$ cat src/rtl/debounce_pkg.sv
// Shared types and default parameters for the input debouncer and the blocks
// that reuse its synchronizer.
package debounce_pkg;

  typedef enum logic [0:0] {STABLE, WAIT} db_state_e;

  localparam int unsigned DefStableCycles = 4;
  localparam logic        DefRstLevel     = 1'b1;
  localparam int unsigned DefGcntW        = 8;

endpackage

$ cat src/rtl/sync_2ff.sv
// Two-flop synchronizer for a single asynchronous level, with a
// parameterizable reset value.
module sync_2ff #(
  parameter logic RST_VAL = 1'b1
) (
  input  logic clk,
  input  logic reset,
  input  logic d,
  output logic q
);

  logic s1_q, s2_q;

  always_ff @(posedge clk or negedge reset) begin
    if (!reset) begin
      s1_q <= RST_VAL;
      s2_q <= RST_VAL;
    end else begin
      s1_q <= d;
      s2_q <= s1_q;
    end
  end

  assign q = s2_q;

endmodule

$ cat src/rtl/input_debouncer.sv
// Synchronizes and debounces a raw level; a new level is committed only after
// STABLE_CYCLES consistent synchronized samples. Rejected transitions are counted.
module input_debouncer
  import debounce_pkg::*;
#(
  parameter int unsigned STABLE_CYCLES = DefStableCycles,
  parameter logic        RST_LEVEL     = DefRstLevel,
  parameter int unsigned GCNT_W        = DefGcntW
) (
  input  logic              clk,
  input  logic              reset,
  input  logic              a_raw,
  output logic              db_out,
  output logic              busy,
  output logic [GCNT_W-1:0] glitch_cnt
);

  localparam int unsigned        CntW    = $clog2(STABLE_CYCLES);
  localparam logic [CntW-1:0]    CntMax  = CntW'(STABLE_CYCLES - 1);
  localparam logic [GCNT_W-1:0]  GcntMax = {GCNT_W{1'b1}};

  logic              a_sync;
  db_state_e         state_q, state_d;
  logic [CntW-1:0]   cnt_q, cnt_d;
  logic              db_q, db_d;
  logic [GCNT_W-1:0] gcnt_q, gcnt_d;

  sync_2ff #(
    .RST_VAL(RST_LEVEL)
  ) u_sync (
    .clk  (clk),
    .reset(reset),
    .d    (a_raw),
    .q    (a_sync)
  );

  always_ff @(posedge clk or negedge reset) begin
    if (!reset) begin
      state_q <= STABLE;
      cnt_q   <= '0;
      db_q    <= RST_LEVEL;
      gcnt_q  <= '0;
    end else begin
      state_q <= state_d;
      cnt_q   <= cnt_d;
      db_q    <= db_d;
      gcnt_q  <= gcnt_d;
    end
  end

  always_comb begin
    state_d = state_q;
    cnt_d   = cnt_q;
    db_d    = db_q;
    gcnt_d  = gcnt_q;
    unique case (state_q)
      STABLE: begin
        if (a_sync != db_q) begin
          state_d = WAIT;
          cnt_d   = CntW'(1);
        end
      end
      WAIT: begin
        // Single-bit input: any change while qualifying is a return to db_q.
        if (a_sync == db_q) begin
          state_d = STABLE;
          cnt_d   = '0;
          if (gcnt_q != GcntMax) gcnt_d = gcnt_q + 1'b1;
        end else if (cnt_q == CntMax) begin
          db_d    = a_sync;
          state_d = STABLE;
          cnt_d   = '0;
        end else begin
          cnt_d = cnt_q + 1'b1;
        end
      end
      default: state_d = STABLE;
    endcase
  end

  always_comb begin
    busy = (state_q == WAIT);
  end

  assign db_out     = db_q;
  assign glitch_cnt = gcnt_q;

endmodule
$ cat config.mk
export PLATFORM = sky130hd
export DESIGN_NAME = input_debouncer
export DESIGN_NICKNAME = d
export VERILOG_FILES = /design/src/rtl/debounce_pkg.sv /design/src/rtl/sync_2ff.sv /design/src/rtl/input_debouncer.sv
export SDC_FILE = /design/constraint.sdc
export NUM_CORES = 1
export LEC_CHECK = 0
export CAP_MARGIN = 20
export CORE_MARGIN = 2
export CORE_UTILIZATION = 48
export CTS_CLUSTER_SIZE = 20
export DETAILED_ROUTE_END_ITERATION = 10
export GPL_TIMING_DRIVEN = 0
export PLACE_DENSITY = 0.75
export SLEW_MARGIN = 15
export SYNTH_ARGS = -nofsm -noshare
export SYNTH_HDL_FRONTEND = slang
export SYNTH_SLANG_ARGS = --single-unit
$ cat constraint.sdc
create_clock -name clk -period 1.7 [get_ports clk]
set_input_delay 0.17 -clock clk [delete_from_list [all_inputs] [get_ports clk]]
set_output_delay 0.17 -clock clk [all_outputs]
set_load 0.1 [all_outputs]
==> flow_summary.json <==
{
  "dieArea_mm2": 0.001712,
  "antenna_cells": 0,
  "via_count": 453,
  "area_delta_synth_final_pct": 31.72,
  "async_flop_share_pct": 100.0,
  "r2r_end": "glitch_cnt[1]$_DFFE_PN0P_",
  "cts_sinks": 14,
  "synth_seq_area_share_pct": 52.80,
  "cp.arrival_ns": 1.47,
  "drc": 0,
  "ant_nets": 0,
  "cp-end-kind": "output pin",
  "cp-start-kind": "register",
  "synth_area_leaders": "dfrtp_1, dfstp_2, mux2_4",
  "syn_inst": 55,
  "start_util_pct": 51.54,
  "core_mm2": 0.001301,
  "grt_setup_unrepaired": "false",
  "netlist_area_um2": 670.6,
  "synth_top_cell_by_area": "dfrtp_1",
  "ctsHoldBuffers": 0,
  "grt_pass1_vias": 404,
  "fin_crit_sh_pct": 96.65,
  "ctsHtreeMaxLevel": 1,
  "drt_pass1_iterations": 4,
  "final_cell_mix": "nand2_1, clkdlybuf4s15_2, dfrtp_4, dfrtp_2",
  "synth_nets": 60,
  "hold_class": "in -> async",
  "cts_tree": "built",
  "cp_max_fo": 3,
  "critPathKind": "reg -> out",
  "avgRoutedWirePerCell_um": 13.06,
  "cts.root.buffer_cell": "clkbuf_4",
  "reg2reg_slack_ns": 0.13,
  "period_minus_slack_ns": 1.643,
  "slew_viol_final": 0,
  "die_h_um": 41.38,
  "synth.avg_cell_area_um2": 12.19,
  "status": "finished clean",
  "crit_slowest_cell": "dfstp_4",
  "worstMarginPinSlew_ns": 0.6071,
  "drt_iter0_drc": 10,
  "crit_buf_inv": 1,
  "finalSetupViolCount": 0,
  "place_hpwl_um": 818,
  "grt_max_degree": 15,
  "critical_path_required_ns": 1.53,
  "clk_pin_slew_worst_paths_ns": 0.09,
  "skew_ns": 0.005843,
  "rows": 13,
  "port_buffers": 12,
  "die_w_um": 41.38,
  "timing.rr.start": "glitch_cnt[0]$_DFFE_PN0P_",
  "critPathMaxStageDelay_ns": 0.65,
  "maxCapViolCount": 0,
  "synthFlopType": "dfrtp_1",
  "crit_family": "flip-flops",
  "ioPinCount": 13,
  "cts_buffers": 3,
  "ys_types": 27,
  "antenna_found_initial": 0,
  "clk_latency_ns": 0.28,
  "grt_pass1_wl_mm": 1.835,
  "drive_gt1_share_pct": 49.30,
  "gr-total-overflow": 0,
  "hold_viol": 0,
  "yosys_warnings": 0,
  "slew_headroom_pct": 59.40,
  "vias_per_cell": 5.267,
  "clock_path_buffers": 2,
  "synth_edf_count": 0,
  "final_nets": 77,
  "synth-seq-cells": 14,
  "drt_wl_total_mm": 1.123,
  "synth_top_area_share_pct": 41.04,
  "track_usage_pct": 17.40,
  "cp_cell_sequence": "clkdlybuf4s18_2",
  "fmax_mhz": 608.6,
  "whs_ns": 0.2634,
  "gp_congestion": 0.6875,
  "reg2regPathDepth": 5
}
==> cells in the mapped netlist, types with 2 or more instances <==
cell type and count:
ha_1 2, nor2_1 2, dfrtp_1 11, nand3_1 3, dfstp_2 3, a31oi_1 2, mux2_4 2, xnor2_1 3
nand2_1 7, a21oi_1 3
==> layer usage <==
| metal | vias to the layer above | part of all wire [%] | track usage [%] | wire [µm] |
|---|---|---|---|---|
| li1 | 224 | - | - | - |
| met1 | 219 | 51 | 22.87 | 570 |
| met2 | 8 | 44 | 24.61 | 490 |
| met3 | 2 | 4.0 | 4.787 | 45 |
| met4 | 0 | 1.5 | 12.10 | 17 |
| met5 | - | 0 | 0 | 0 |
==> logic make-up after synthesis <==
logic type      count (synthesis)  synth area share (%)
mux                             4                 7.836
compound gates                  8                 7.275
buf+inv                         2                 2.797
xor+xnor                        4                 6.345
simple gates                   21                 19.22
flops                          14                 52.80
fa+ha+maj                       2                 3.731
==> per-stage QoR <==
| stage | utilization (%) | setup TNS (ns) | setup WS [ns] | instance area [µm²] | std cells |
|---|---|---|---|---|---|
| 2_1_floorplan | - | -0.05126 | -0.02871 | 709.4 | 55 |
| 3_3_place_gp | 65.19 | -0.3236 | -0.2289 | 848.3 | 82 |
| 3_5_place_dp | 65.19 | -0.3407 | -0.2397 | 848.3 | 82 |
| 4_1_cts | 68.75 | 0 | 0.009505 | 894.6 | 86 |
| 5_1_grt | 67.88 | 0 | 0.01141 | 883.3 | 86 |
| 6_report | 67.88 | 0 | 0.05701 | 883.3 | 86 |
==> state kept, by name (all words and copies together) (netlist names) <==
name,cells
u_sync.q,1
db_out,1
glitch_cnt,8
u_sync.s1_q,1
busy,1
cnt_q,2
==> timing repair <==
action | in CTS | in global routing
resized for setup | 28 | 3
gates cloned | 0 | 0
endpoints found under the hold margin | 0 | 0
endpoints found under the setup margin | 10 | 3
buffers inserted | 0 | 0
==> how the worst max path moves through the flow <==
stage / to / slack, ns / cells after the start / start
2_1_floorplan: glitch_cnt[7]$_DFFE_PN0P_ / -0.03 / 5 / db_out$_DFFE_PN1P_
3_3_place_gp: db_out / -0.23 / 1 / db_out$_DFFE_PN1P_
3_5_place_dp: db_out / -0.24 / 1 / db_out$_DFFE_PN1P_
4_1_cts: glitch_cnt[2] / 0.01 / 1 / glitch_cnt[2]$_DFFE_PN0P_
5_1_grt: db_out / 0.01 / 1 / db_out$_DFFE_PN1P_
6_report: db_out / 0.06 / 1 / db_out$_DFFE_PN1P_
==> final cells by class <==
cell class | instances | area, µm²
well taps | 15 | 18.77
plain buffers | 1 | 15.01
inverters | 1 | 3.754
clock buffers | 4 | 36.28
fillers | 105 | 417.9
multi-input cells | 39 | 309.0
repair buffers | 12 | 118.9
flip-flops and latches | 14 | 381.6
Power is not shown: default switching activity piles up to over one toggle a cycle in this logic, so the estimate is an artifact.
